### config.mk
export PLATFORM = sky130hd
export DESIGN_NAME = parking_occupancy_tracker
export DESIGN_NICKNAME = d
export VERILOG_FILES = /design/src/rtl/parking_occupancy_tracker_pkg.sv /design/src/rtl/occupancy_status_fsm.sv /design/src/rtl/parking_occupancy_tracker.sv
export SDC_FILE = /design/constraint.sdc
export NUM_CORES = 1
export LEC_CHECK = 0
export ABC_AREA = 1
export CAP_MARGIN = 30
export CORE_MARGIN = 2
export CORE_UTILIZATION = 50
export CTS_CLUSTER_SIZE = 40
export DETAILED_ROUTE_END_ITERATION = 6
export PLACE_DENSITY = 0.85
export SYNTH_ARGS = -nofsm -noshare
export SYNTH_HDL_FRONTEND = slang
export SYNTH_SLANG_ARGS = --single-unit
### constraint.sdc
create_clock -name clk -period 2.35 [get_ports clk]
set_input_delay 0.47 -clock clk [delete_from_list [all_inputs] [get_ports clk]]
set_output_delay 0.47 -clock clk [all_outputs]
set_load 0.05 [all_outputs]
### src/rtl/parking_occupancy_tracker_pkg.sv
// parking_occupancy_tracker_pkg: shared lot-status encodings and default lot geometry.
package parking_occupancy_tracker_pkg;
  localparam int DEF_CAPACITY    = 100;
  localparam int DEF_NEAR_MARGIN = 5;
  localparam int DEF_HYST        = 2;
  typedef enum logic [1:0] {
    ST_AVAIL = 2'b00,
    ST_NEAR  = 2'b01,
    ST_FULL  = 2'b10
  } status_t;
endpackage

### src/rtl/occupancy_status_fsm.sv
// occupancy_status_fsm: AVAIL/NEAR/FULL lot status with hysteresis, driven by the next occupancy count.
module occupancy_status_fsm
  import parking_occupancy_tracker_pkg::*;
#(
  parameter int CAPACITY    = DEF_CAPACITY,
  parameter int NEAR_MARGIN = DEF_NEAR_MARGIN,
  parameter int HYST        = DEF_HYST,
  localparam int CW         = $clog2(CAPACITY + 1)
) (
  input  logic          clk,
  input  logic          rst_n,
  input  logic [CW-1:0] i_cnt_nxt,
  output status_t       o_status,
  output logic          o_lot_full,
  output logic          o_gate_allow
);
  localparam logic [CW-1:0] CAP      = CW'(CAPACITY);
  localparam logic [CW-1:0] NEAR_TH  = CW'(CAPACITY - NEAR_MARGIN);
  localparam logic [CW-1:0] AVAIL_TH = CW'(CAPACITY - NEAR_MARGIN - HYST);
  localparam logic [CW-1:0] NEAR_HI  = CW'(CAPACITY - HYST);
  status_t w_nxt;
  always_comb begin
    w_nxt = ST_AVAIL;
    case (o_status)
      ST_AVAIL: w_nxt = (i_cnt_nxt == CAP) ? ST_FULL : (i_cnt_nxt >= NEAR_TH) ? ST_NEAR : ST_AVAIL;
      ST_NEAR:  w_nxt = (i_cnt_nxt == CAP) ? ST_FULL : (i_cnt_nxt < AVAIL_TH) ? ST_AVAIL : ST_NEAR;
      ST_FULL:  w_nxt = (i_cnt_nxt < AVAIL_TH) ? ST_AVAIL : (i_cnt_nxt <= NEAR_HI) ? ST_NEAR : ST_FULL;
      default:  w_nxt = ST_AVAIL;
    endcase
  end
  // Sign and barrier outputs decode the next state so they change on the same edge as status.
  always_ff @(posedge clk or negedge rst_n) begin
    if (!rst_n) begin
      o_status     <= ST_AVAIL;
      o_lot_full   <= 1'b0;
      o_gate_allow <= 1'b1;
    end else begin
      o_status     <= w_nxt;
      o_lot_full   <= (w_nxt == ST_FULL);
      o_gate_allow <= (w_nxt != ST_FULL);
    end
  end
endmodule

### src/rtl/parking_occupancy_tracker.sv
// parking_occupancy_tracker: saturating occupancy counter with sticky range errors and lot-status FSM.
module parking_occupancy_tracker
  import parking_occupancy_tracker_pkg::*;
#(
  parameter int CAPACITY    = DEF_CAPACITY,
  parameter int NEAR_MARGIN = DEF_NEAR_MARGIN,
  parameter int HYST        = DEF_HYST,
  localparam int CW         = $clog2(CAPACITY + 1)
) (
  input  logic          clk,
  input  logic          rst_n,
  input  logic          enter,
  input  logic          exit,
  input  logic          clr_err,
  output logic [CW-1:0] count,
  output logic [1:0]    status,
  output logic          lot_full,
  output logic          gate_allow,
  output logic          empty,
  output logic          changed,
  output logic          err_overflow,
  output logic          err_underflow
);
  localparam logic [CW-1:0] CAP = CW'(CAPACITY);
  logic [CW-1:0] r_count, w_cnt_nxt;
  logic w_add, w_sub, w_ovf, w_unf;
  logic r_empty, r_changed, r_ovf, r_unf;
  status_t w_status;
  // Simultaneous enter and exit cancel out, so neither raises an error.
  always_comb begin
    w_add     = enter & ~exit;
    w_sub     = exit & ~enter;
    w_ovf     = w_add & (r_count == CAP);
    w_unf     = w_sub & (r_count == '0);
    w_cnt_nxt = (w_add & ~w_ovf) ? r_count + CW'(1) :
                (w_sub & ~w_unf) ? r_count - CW'(1) : r_count;
  end
  always_ff @(posedge clk or negedge rst_n) begin
    if (!rst_n) begin
      r_count   <= '0;
      r_empty   <= 1'b1;
      r_changed <= 1'b0;
      r_ovf     <= 1'b0;
      r_unf     <= 1'b0;
    end else begin
      r_count   <= w_cnt_nxt;
      r_empty   <= (w_cnt_nxt == '0);
      r_changed <= (w_cnt_nxt != r_count);
      r_ovf     <= w_ovf | (r_ovf & ~clr_err);
      r_unf     <= w_unf | (r_unf & ~clr_err);
    end
  end
  occupancy_status_fsm #(
    .CAPACITY   (CAPACITY),
    .NEAR_MARGIN(NEAR_MARGIN),
    .HYST       (HYST)
  ) u_fsm (
    .clk         (clk),
    .rst_n       (rst_n),
    .i_cnt_nxt   (w_cnt_nxt),
    .o_status    (w_status),
    .o_lot_full  (lot_full),
    .o_gate_allow(gate_allow)
  );
  assign status        = w_status;
  assign count         = r_count;
  assign empty         = r_empty;
  assign changed       = r_changed;
  assign err_overflow  = r_ovf;
  assign err_underflow = r_unf;
endmodule

After elaboration in Yosys (flattened, before gate mapping) --
Index checks and enable logic that the tools add are counted.
Operators by class: mux-type cells 9, bitwise gates (word level) 15, order comparisons 3, equal/unequal tests 7, add/subtract/negate cells 2, reductions and logical operators 3
Operators by type and width (number):
- $eq 7x7->1 const B | 2
- $logic_not 7->1 | 2
- $mux 7 | 2
- $and 1x1->1 | 8
- $mux 2 | 4
- $add 7x1->7 const B | 1
- $ge 7x7->1 const B | 1
- $le 7x7->1 const B | 1
- $lt 7x7->1 const B | 1
- $ne 7x7->1 | 1
- $sub 7x1->7 const B | 1
- $pmux 2 s3 | 1
- $not 1->1 | 5
- $eq 2x2->1 const B | 2
- $eq 2x1->1 const B | 1
- $logic_not 2->1 | 1
- $mux 1 | 2
- $ne 2x2->1 const B | 1
- $or 1x1->1 | 2
Word-level totals: logic and storage cells 47, input bits 5, register bits after elaboration 15, output and inout port bits 15

Depth between registers and ports, before layout --
Gate-level depths: netlist of run 1.
word-level depth 12, mapped depth 18, depth with buffers taken out 18

Modules after synthesis --
A second synthesis of run 1 with hierarchy kept.
Second synthesis, totals: cells, all modules 152, area total of the unflattened synthesis 1096.1 µm²
By module, submodules not included:
- parking_occupancy_tracker | instances 1, area each 813.3 µm², cells each 109, seq. area each 276.5 µm²
- occupancy_status_fsm | instances 1, area each 282.8 µm², cells each 43, seq. area each 101.3 µm²

Least setup slack after synthesis of run 1 --
Ideal clock, no wire load.
path type register to register, start register r_count[0], in the netlist count[0], end register u_fsm.o_status[0], setup time 0.117 ns, clock period less this slack 2.281 ns, stages on the path, launching flop included 19, data required time 2.233 ns, arrival time 2.164 ns, path slack 0.069 ns, buffers on the path 0, cells stage by stage dfrtp_1 -> inv_1 -> ha_1 -> inv_1 -> nor2_1 -> nand3_2 -> nand2_4 -> nand2_1 -> nand2_1 -> nand2_1 -> nand2_2 -> inv_2 -> nand2_1 -> nor2_2 -> nand2_4 -> nand2_1 -> nand2_1 -> nand2_1 -> nand2_1
On the way: word-level cells in the longest chain between the ends 10, elaborated cells on any way between the ends 23, classes of those cells add/sub (2); order compare (3); eq/ne (2); mux (9); bitwise (6); reduce/logical (1)
RTL lines:
- start: declaration | RTL line parking_occupancy_tracker.sv:25 | logic [CW-1:0] r_count, w_cnt_nxt;
- start signal: assignment | RTL line parking_occupancy_tracker.sv:46 | r_count <= w_cnt_nxt;
- branches (longest 5 deep; another with $sub 7x1->7)
- $mux 7 (*) | RTL line parking_occupancy_tracker.sv:35 | w_cnt_nxt = (w_add & ~w_ovf) ? r_count + CW'(1) :
- via u_fsm.i_cnt_nxt[2] | RTL line occupancy_status_fsm.sv:12 | input logic [CW-1:0] i_cnt_nxt,
- $le 7x7->1, or another cell as far along | RTL line occupancy_status_fsm.sv:27 | ST_FULL: w_nxt = (i_cnt_nxt < AVAIL_TH) ? ST_AVAIL : (i_cnt_nxt <= NEAR_HI) ? ST_NEAR : ST_FULL;
- $mux 2, or another cell as far along | RTL line occupancy_status_fsm.sv:27
- $mux 2, on equally long branches | RTL line occupancy_status_fsm.sv:27, occupancy_status_fsm.sv:25, occupancy_status_fsm.sv:26
- $pmux 2 s3 (*) | RTL line occupancy_status_fsm.sv:24 | case (o_status)
- via u_fsm.w_nxt[0] | RTL line occupancy_status_fsm.sv:21 | status_t w_nxt;
- end signal: assignment | RTL line occupancy_status_fsm.sv:38 | o_status <= w_nxt;
- end: declaration | RTL line occupancy_status_fsm.sv:13 | output status_t o_status,
Mark *: on every way through the listed nets, which the timed path passes.

Worst setup path in the final report of run 1 --
start register r_count[2], in the netlist count[2], end output count[2]
RTL lines:
- end: declaration | RTL line parking_occupancy_tracker.sv:15 | output logic [CW-1:0] count,
No word-level cell between the ends.

==> impl_metrics.py, run 1 <==
metrics = {
    "status": {
        "status": "complete, no violations",
    },
    "sta": {
        "tightest_slew_ns": 0.658,
        "rsz0062_at_grt": "false",
        "fin_skew_ns": 0.00729,
        "setup-tns-final_ns": 0,
        "finalCritPeriodShare_pct": 95.5,
        "fin_crit_ns": 2.24,
        "max_freq_mhz": 445,
        "slew-limit-headroom_pct": 56.0,
        "hold_viol": 0,
        "setup_viol": 0,
        "report.final.slew_viol_count": 0,
    },
    "final_layout": {
        "antenna_cells": 0,
        "n_fill_cell": 176,
        "final_cell_mix": "nand2_1 (42), clkdlybuf4s50_1 (19), inv_1 (17), nand3_1 (13), dfrtp_1 (13)",
        "seq_area_um2": 378,
        "final_nets": 177,
        "layout_commonest_cell": "nand2_1",
        "design_area_mm2": 0.00133,
        "multi_input_area_um2": 607,
        "drive_gt1_share_pct": 20.8,
        "syn2layout_area_growth_pct": 22.7,
    },
    "yosys": {
        "synthSimpleGateAreaFrac_pct": 45.4,
        "synth_seq_area_share_pct": 34.8,
        "syn_area_per_cell_um2": 7.48,
        "yosysUniqueCellTypes": 23,
        "yosys_warnings": 0,
        "synth_top_family_by_area": "simple AND/OR/NAND/NOR gates",
        "synthMuxAreaShare_pct": 0,
        "synthCells": 145,
        "synthAdderAreaFrac_pct": 3.46,
        "synth_area_mm2": 0.00108,
        "synthXorXnorAreaFrac_pct": 3.23,
        "synth_compound_area_share_pct": 3.81,
        "ys_seq_elements": 15,
        "synth_nets": 153,
    },
    "placed_design": {
        "portBuffers": 19,
        "dpl_cell_area_mm2": 0.00131,
        "place_hpwl_um": 1760,
        "gp_congestion": 0.896,
    },
    "cts": {
        "cts_hold_buf": 0,
        "cts-resized-gates": 0,
        "htree_levels": 1,
        "cts_buffers": 3,
        "cts_sinks": 15,
        "cts_setup_buffers": 0,
        "clkSlewWorstSetupHoldPaths_ns": 0.09,
        "cts_root_buffer": "clkbuf_4",
        "cts_buffer_depth": 2,
        "cts_tree": "built",
        "clk_latency_ns": 0.29,
    },
    "floorplan": {
        "num_rows": 16,
        "dieArea_mm2": 0.00256,
        "initial_core_util_pct": 54.2,
        "io_pins": 20,
        "coreArea_mm2": 0.00200,
        "die_x_um": 50.6,
        "dieHeight_um": 50.6,
    },
    "power": {
        "pwr-share-seq_pct": 30.6,
        "power.leakage_nw": 0.672,
        "clkPwrFrac_pct": 10.6,
        "internal_power_mw": 0.648,
        "power_frac_comb_pct": 58.8,
        "powerDensity_mw_per_mm2": 1040,
        "switching_share_pct": 53.3,
        "peakVddDrop_mv": 0.753,
        "p_sw_mw": 0.738,
    },
    "grt": {
        "gr-total-overflow": 0,
        "first_global_vias": 911,
        "antenna_found_initial": 0,
        "grtUsageTotal_pct": 19.7,
        "grt_start_max_net_pins": 16,
        "grt_pass1_wl_um": 3840,
    },
    "hold_path": {
        "hold_path_class": "reg2reg",
    },
    "drt": {
        "wl_met2_um": 1080,
        "drtIter0Drc": 16,
        "wl_met3_um": 111,
        "drt_wl_total_um": 2200,
        "dr_total_vias": 998,
        "wl_per_cell_um": 11.3,
        "drt-pass1-iter-count": 4,
        "topRoutingLayerUsed": "met4",
        "drc": 0,
        "ant_nets": 0,
        "via_per_inst": 5.12,
        "met1_length_um": 968,
    },
    "critical_path": {
        "cp.required_ns": 1.88,
        "crit_type": "reg2out",
        "max_stage_delay_ns": 0.88,
        "endpoint_kind": "primary output",
        "crit_family": "buffers and inverters",
        "cp_max_fo": 9,
        "cp_slowest_cell": "clkdlybuf4s50_1",
        "arrival_ns": 1.77,
        "start_kind": "flip-flop",
        "crit_chain": "clkdlybuf4s50_1",
        "worst-path-buf-inv": 1,
    },
    "flow_run": {
        "drv_cap": 0,
    },
}
layer usage:
| metal | global-route usage (%) | vias up |
|---|---|---|
| met4 | 9.01 | 0 |
| met2 | 33.6 | 30 |
| li1 | - | 499 |
| met1 | 24.9 | 463 |
| met5 | 0 | - |
| met3 | 2.38 | 6 |
area by class of cell:
type / instances / area share, %
sequential: 15 / 28.4
timing repair buffer: 20 / 14.8
clock buffer: 4 / 1.97
inverter: 23 / 6.67
tap: 27 / 2.54
multi-input combinational: 106 / 45.6
power groups by stage:
stage               combinational, mW  sequential (mW)  clock (mW)
CTS                             0.815            0.423       0.152
finish                          0.815            0.424       0.147
global placement                0.802            0.424           0
global route                    0.887            0.434       0.163
floorplan                       0.448            0.583           0
detailed placement              0.812            0.428           0
metrics by stage:
step / hold slack, ns / utilization (%) / instances / power [mW] / worst slack, ns
6_report: 0.534 / 66.5 / 195 / 1.39 / 0.105
5_1_grt: 0.553 / 66.5 / 195 / 1.48 / 0.0163
4_1_cts: 0.541 / 66.5 / 195 / 1.39 / 0.0923
3_5_place_dp: 0.534 / 65.2 / 191 / 1.24 / 0.0950
3_3_place_gp: 0.528 / 65.2 / 191 / 1.23 / 0.126
2_1_floorplan: 0.174 / - / 145 / 1.03 / 0.0694
sequential cells by signal (all words and copies together) (netlist names):
signal              flops
u_fsm.o_gate_allow      1
changed                 1
count                   7
err_overflow            1
empty                   1
err_underflow           1
u_fsm.o_status          2
u_fsm.o_lot_full        1
cells by family after synthesis:
logic type               after synthesis
AND/OR/NAND/NOR                       95
buffers and inverters                 24
flip-flops                            15
AO/OA/AOI/OAI                          4
XOR/XNOR                               4
adder cells (fa/ha/maj)                3
worst paths after layout:
check	from	endpoint	slack, ns	cells past startpoint
worst max-delay path	count[2]$_DFF_PN0_	count[2]	0.11	1
worst min-delay path	err_underflow$_DFF_PN0_	err_underflow$_DFF_PN0_	0.53	2
worst max register to register	count[1]$_DFF_PN0_	u_fsm.o_status[0]$_DFF_PN0_	0.26	15
worst min register to register	err_underflow$_DFF_PN0_	err_underflow$_DFF_PN0_	0.53	2
max in group asynchronous	rst_n	u_fsm.o_lot_full$_DFF_PN0_	1.35	1
min in group asynchronous	rst_n	count[3]$_DFF_PN0_	0.58	1
worst min-delay path, cell delays in order (launching register included):
cell,delay (ns)
dfrtp_1,0.38
inv_1,0.05
o22ai_1,0.07
cell usage after synthesis:
cell type | count | area [µm²]
nor2_1 | 11 | 41.3
nand2_2 | 9 | 56.3
nand3_2 | 1 | 10.0
inv_4 | 1 | 6.26
inv_2 | 5 | 18.8
nor2_4 | 2 | 22.5
nand2_1 | 42 | 158
nor4_1 | 1 | 6.26
inv_1 | 17 | 63.8
o22ai_1 | 2 | 12.5
buf_6 | 1 | 11.3
dfrtp_1 | 13 | 325
ha_1 | 3 | 37.5
dfstp_2 | 2 | 52.6
o32ai_1 | 1 | 8.76
xor2_1 | 2 | 17.5
nand4_1 | 6 | 37.5
nand2_4 | 6 | 67.6
nand3_1 | 13 | 65.1
xnor2_1 | 2 | 17.5
nor3_2 | 1 | 10.0
nor2_2 | 3 | 18.8
o22ai_4 | 1 | 20.0
No activity file was read; power rests on OpenSTA's default activity.
==> run 2, diff against run 1 <==
- SYNTH_HIERARCHICAL: default -> 1
==> impl_metrics.py, run 2 <==
metrics = {
    "status": {
        "status": "complete, no violations",
    },
    "grt": {
        "grtUsageTotal_pct": 24.1,
        "antenna_found_initial": 0,
        "top_usage_layer": "met2",
        "gr-total-overflow": 0,
        "grt_use_met1_pct": 28.9,
        "first_global_vias": 1049,
        "grt_pass1_wl_um": 4570,
        "grt_start_max_net_pins": 16,
        "grtUsageMet2_pct": 43.9,
        "met3_usage_pct": 2.92,
    },
    "drt": {
        "drc": 0,
        "drt-pass1-iter-count": 4,
        "wl_per_cell_um": 13.1,
        "drt_wl_total_um": 2760,
        "via_per_inst": 5.23,
        "drtIter0Drc": 36,
        "ant_nets": 0,
        "dr_total_vias": 1104,
    },
    "final_layout": {
        "final_nets": 193,
        "final_cell_mix": "nand2_1 (37), inv_1 (25), nand3_1 (20), clkdlybuf4s50_1 (19)",
        "drive_gt1_share_pct": 20.7,
        "fin_cells": 211,
        "largest_reg_flops": 7,
        "syn2layout_area_growth_pct": 28.8,
        "layout_commonest_cell": "nand2_1",
        "multi_input_area_um2": 602,
        "seq_area_um2": 378,
        "antenna_cells": 0,
        "n_fill_cell": 179,
    },
    "critical_path": {
        "cp.required_ns": 1.88,
        "cp_max_fo": 11,
        "max_stage_delay_ns": 0.87,
        "crit_family": "buffers and inverters",
        "cp_slowest_cell": "clkdlybuf4s50_1",
        "crit_type": "reg2out",
        "endpoint_kind": "primary output",
        "worst-path-buf-inv": 1,
        "crit_chain": "clkdlybuf4s50_1",
        "arrival_ns": 1.73,
        "start_kind": "flip-flop",
    },
    "sta": {
        "tightest_slew_ns": 0.691,
        "setup_viol": 0,
        "hold_viol": 0,
        "max_freq_mhz": 454,
        "slew-limit-headroom_pct": 53.8,
        "report.final.slew_viol_count": 0,
        "finalCritPeriodShare_pct": 93.7,
        "fin_crit_ns": 2.20,
        "setup-tns-final_ns": 0,
        "fin_skew_ns": 0.00325,
        "hold_ws_ns": 0.524,
        "rsz0062_at_grt": "false",
    },
    "cts": {
        "cts_tree": "built",
        "cts_root_buffer": "clkbuf_4",
        "cts_buffer_depth": 2,
        "htree_levels": 1,
        "cts_setup_buffers": 0,
        "cts_hold_buf": 0,
        "cts-resized-gates": 0,
        "cts_sinks": 15,
        "clkSlewWorstSetupHoldPaths_ns": 0.10,
        "clk_latency_ns": 0.29,
        "cts_buffers": 3,
    },
    "yosys": {
        "synth_edf_count": 0,
        "yosysMostFrequentCell": "nand2_1",
        "synth_seq_area_share_pct": 34.5,
        "synth_top_area_share_pct": 29.7,
        "syn_area_per_cell_um2": 7.21,
        "synth_nets": 160,
        "synth_area_mm2": 0.00110,
        "synth_top_area_cell": "dfrtp_1",
        "ys_async_sr_fraction_pct": 100,
        "netlist_top_cells_area": "dfrtp_1 (30%), nand2_1 (13%), nand3_1 (9.1%), inv_1 (8.6%), dfstp_2 (4.8%)",
        "synth_flop_cell": "dfrtp_1",
        "synthCells": 152,
        "ys_seq_elements": 15,
        "yosysUniqueCellTypes": 29,
        "yosys_warnings": 6,
        "synth_common_cells": "nand2_1 (37), inv_1 (25), nand3_1 (20)",
    },
    "floorplan": {
        "die_x_um": 50.8,
        "io_pins": 20,
        "dieArea_mm2": 0.00258,
        "dieHeight_um": 50.8,
        "initial_core_util_pct": 54.2,
        "coreArea_mm2": 0.00202,
        "num_rows": 16,
    },
    "flow_run": {
        "drv_cap": 0,
    },
    "hold_path": {
        "hold_path_class": "reg2reg",
    },
    "power": {
        "powerDensity_mw_per_mm2": 1110,
        "peakVddDrop_mv": 0.690,
        "power.leakage_nw": 0.739,
        "finalPower_mw": 1.57,
    },
    "placed_design": {
        "place_hpwl_um": 2180,
        "gp_congestion": 0.844,
        "portBuffers": 19,
        "placed_cells": 207,
    },
}
## run 2: changes by cell type after synthesis, sizes merged, moves of 2 or more
cell	delta
nand3	+7
nand2	-13
a21oi	+2
inv	+5
nor2	+4
o21ai	+2
o22ai	-2
xnor2	-2
## run 2: worst register-to-register path: cells and delay by family, from the launching register on
family	cells	cell delay, ns
adder cells (fa/ha/maj)	1	0.17
buffers and inverters	5	0.37
flip-flops	1	0.40
AND/OR/NAND/NOR	11	1.07
## run 2: worst paths after layout
check,startpoint,to,slack (ns),cells past startpoint
max,count[2]$_DFF_PN0_,count[2],0.15,1
min,err_underflow$_DFF_PN0_,err_underflow$_DFF_PN0_,0.52,2
max reg2reg,count[1]$_DFF_PN0_,u_fsm/o_status[0]$_DFF_PN0_,0.24,17
min reg2reg,err_underflow$_DFF_PN0_,err_underflow$_DFF_PN0_,0.52,2
max in group asynchronous,rst_n,u_fsm/o_status[1]$_DFF_PN0_,1.33,1
min in group asynchronous,rst_n,err_overflow$_DFF_PN0_,0.58,1
## run 2: cells by family after synthesis
group	after synthesis	synth area share [%]
compound gates	7	5.59
xor+xnor	1	0.799
fa+ha+maj	3	3.43
simple gates	97	45.1
flops	15	34.5
buf+inv	29	10.6
## run 2: layout make-up
type,count,area share [%]
clock buffer,3,1.60
sequential,15,26.8
tap,27,2.39
inverter,28,7.45
multi-input combinational,108,42.6
timing repair buffer,29,18.8
clock inverter,1,0.355
## run 2: power breakdown
| group | total (mW) | switching, mW | internal (mW) |
|---|---|---|---|
| combinational | 0.988 | 0.650 | 0.339 |
| sequential | 0.426 | 0.106 | 0.320 |
| clock | 0.155 | 0.0920 | 0.0633 |
## run 2: through the flow
| stage | util (%) | cell area, µm² | setup WS (ns) |
|---|---|---|---|
| floorplan | - | 1100 | 0.0257 |
| global placement | 68.4 | 1380 | -0.0184 |
| detailed placement | 68.4 | 1380 | -0.0994 |
| CTS | 69.8 | 1410 | 0.164 |
| global route | 69.8 | 1410 | 0.0507 |
| finish | 69.8 | 1410 | 0.148 |
## run 2: per-layer routing
layer / vias up / share of wire, %
li1: 544 / -
met1: 517 / 41
met2: 37 / 52
met3: 6 / 4.9
met4: 0 / 1.7
met5: - / 0
==> run 3, diff against run 2 <==
- CORE_ASPECT_RATIO: default -> 0.6
==> impl_metrics.py, run 3 (same netlist as run 2, synthesis figures left out) <==
metrics = {
    "power": {
        "peakVddDrop_mv": 0.518,
        "finalPower_mw": 1.58,
        "p_sw_mw": 0.880,
        "power_frac_comb_pct": 63.2,
        "clkPwrFrac_pct": 9.6,
        "pwr-share-seq_pct": 27.2,
        "switching_share_pct": 55.8,
        "power.leakage_nw": 0.725,
        "powerDensity_mw_per_mm2": 1110,
        "internal_power_mw": 0.696,
    },
    "critical_path": {
        "cp_max_fo": 6,
        "cp.required_ns": 2.52,
        "endpoint_kind": "flip-flop",
        "arrival_ns": 2.46,
        "start_kind": "primary input",
        "crit_type": "in2reg",
    },
    "status": {
        "status": "complete, no violations",
    },
    "floorplan": {
        "die_x_um": 64.4,
        "dieArea_mm2": 0.00259,
        "initial_core_util_pct": 51.8,
        "num_rows": 13,
        "coreArea_mm2": 0.00211,
        "io_pins": 20,
        "dieHeight_um": 40.3,
    },
    "sta": {
        "hold_viol": 0,
        "max_freq_mhz": 438,
        "finalCritPeriodShare_pct": 97.1,
        "setup_ws_ns": 0.0686,
        "slew-limit-headroom_pct": 54.2,
        "setup_viol": 0,
        "tightest_slew_ns": 0.685,
        "hold_ws_ns": 0.544,
        "fin_skew_ns": 0.00643,
        "fin_crit_ns": 2.28,
        "report.final.slew_viol_count": 0,
    },
    "drt": {
        "drc": 0,
        "wl_per_cell_um": 14.1,
        "drt_wl_total_um": 2970,
        "ant_nets": 0,
        "drtIter0Drc": 82,
        "drt-pass1-iter-count": 5,
        "via_per_inst": 5.37,
        "dr_total_vias": 1133,
    },
    "grt": {
        "grtUsageTotal_pct": 24.1,
        "grt_use_met1_pct": 29.9,
        "antenna_found_initial": 0,
        "grt_start_max_net_pins": 16,
        "top_usage_layer": "met2",
        "met3_usage_pct": 6.46,
        "gr-total-overflow": 0,
        "grtUsageMet2_pct": 41.9,
        "first_global_vias": 998,
        "grt_pass1_wl_um": 4460,
    },
    "final_layout": {
        "final_nets": 190,
        "final_cell_mix": "nand2_1 (37), inv_1 (24), nand3_1 (19), clkdlybuf4s50_1 (19), dfrtp_1 (13)",
        "design_area_mm2": 0.00142,
        "layout_commonest_cell": "nand2_1",
        "syn2layout_area_growth_pct": 29.9,
        "drive_gt1_share_pct": 21.5,
        "largest_reg_flops": 7,
        "antenna_cells": 0,
        "fin_cells": 211,
    },
    "flow_run": {
        "drv_cap": 0,
    },
    "placed_design": {
        "dpl_cell_area_mm2": 0.00137,
        "placed_cells": 207,
        "portBuffers": 19,
        "place_ws_ns": -0.157,
        "place_hpwl_um": 2280,
        "gp_congestion": 0.940,
    },
    "cts": {
        "cts_tree": "built",
        "cts_hold_buf": 0,
        "clk_latency_ns": 0.29,
        "cts_buffers": 3,
        "cts_setup_buffers": 0,
        "cts_buffer_depth": 2,
        "clkSlewWorstSetupHoldPaths_ns": 0.09,
        "htree_levels": 1,
        "cts_sinks": 15,
        "cts_root_buffer": "clkbuf_4",
    },
    "hold_path": {
        "hold_path_class": "reg2reg",
    },
}
run 3: changes by cell type in the layout (fill, tap and decap cells not counted), sizes merged:
cell	before	now
buf	10	7
run 3: routing by layer:
metal	vias up	part of all wire (%)
met5	-	0
met4	0	1.1
met3	4	9.6
met2	63	48
met1	526	42
li1	540	-
run 3: timing repair:
item	in CTS	in global routing
resized for setup	0	7
endpoints found under the hold margin	0	0
endpoints found under the setup margin	0	4
run 3: worst max-delay path, stage by stage:
cell and delay, ns:
clkdlybuf4s50_1 0.59, inv_2 0.09, nor2_4 0.19, nand4_1 0.18, nand2_1 0.10, nand2_1 0.05, nand2_1 0.08, inv_1 0.09
nor2_2 0.23, nand4_4 0.17, nand3_1 0.12, nand3_1 0.08
run 3: power by group through the flow:
stage	combinational [mW]	clock (mW)	sequential (mW)
floorplan	0.448	0	0.618
global placement	0.902	0	0.420
detailed placement	0.941	0	0.429
CTS	0.946	0.157	0.424
global route	1.05	0.168	0.437
finish	0.997	0.151	0.428
run 3: final cells by class:
class | instances | area, µm²
Fill cell | 170 | 691
Multi-Input combinational cell | 108 | 633
Sequential cell | 15 | 378
Timing Repair Buffer | 26 | 243
Inverter | 28 | 105
Tap cell | 30 | 37.5
Clock buffer | 3 | 22.5
Clock inverter | 1 | 5.00
run 3: path summary, 6_finish.rpt:
| kind | start | endpoint | slack (ns) | depth (start not counted) |
|---|---|---|---|---|
| max | exit | u_fsm/o_status[0]$_DFF_PN0_ | 0.07 | 12 |
| min | err_underflow$_DFF_PN0_ | err_underflow$_DFF_PN0_ | 0.54 | 2 |
| max reg2reg | count[1]$_DFF_PN0_ | u_fsm/o_status[0]$_DFF_PN0_ | 0.09 | 12 |
| min reg2reg | err_underflow$_DFF_PN0_ | err_underflow$_DFF_PN0_ | 0.54 | 2 |
| max in group asynchronous | rst_n | count[1]$_DFF_PN0_ | 1.33 | 1 |
| min in group asynchronous | rst_n | err_overflow$_DFF_PN0_ | 0.58 | 1 |
run 3: through the flow:
step / TNS (ns) / util (%)
3_3_place_gp: -0.0153 / 64.6
4_1_cts: 0 / 65.9
6_report: 0 / 67.3
5_1_grt: -0.0119 / 67.3
2_1_floorplan: 0 / -
3_5_place_dp: -0.425 / 64.6
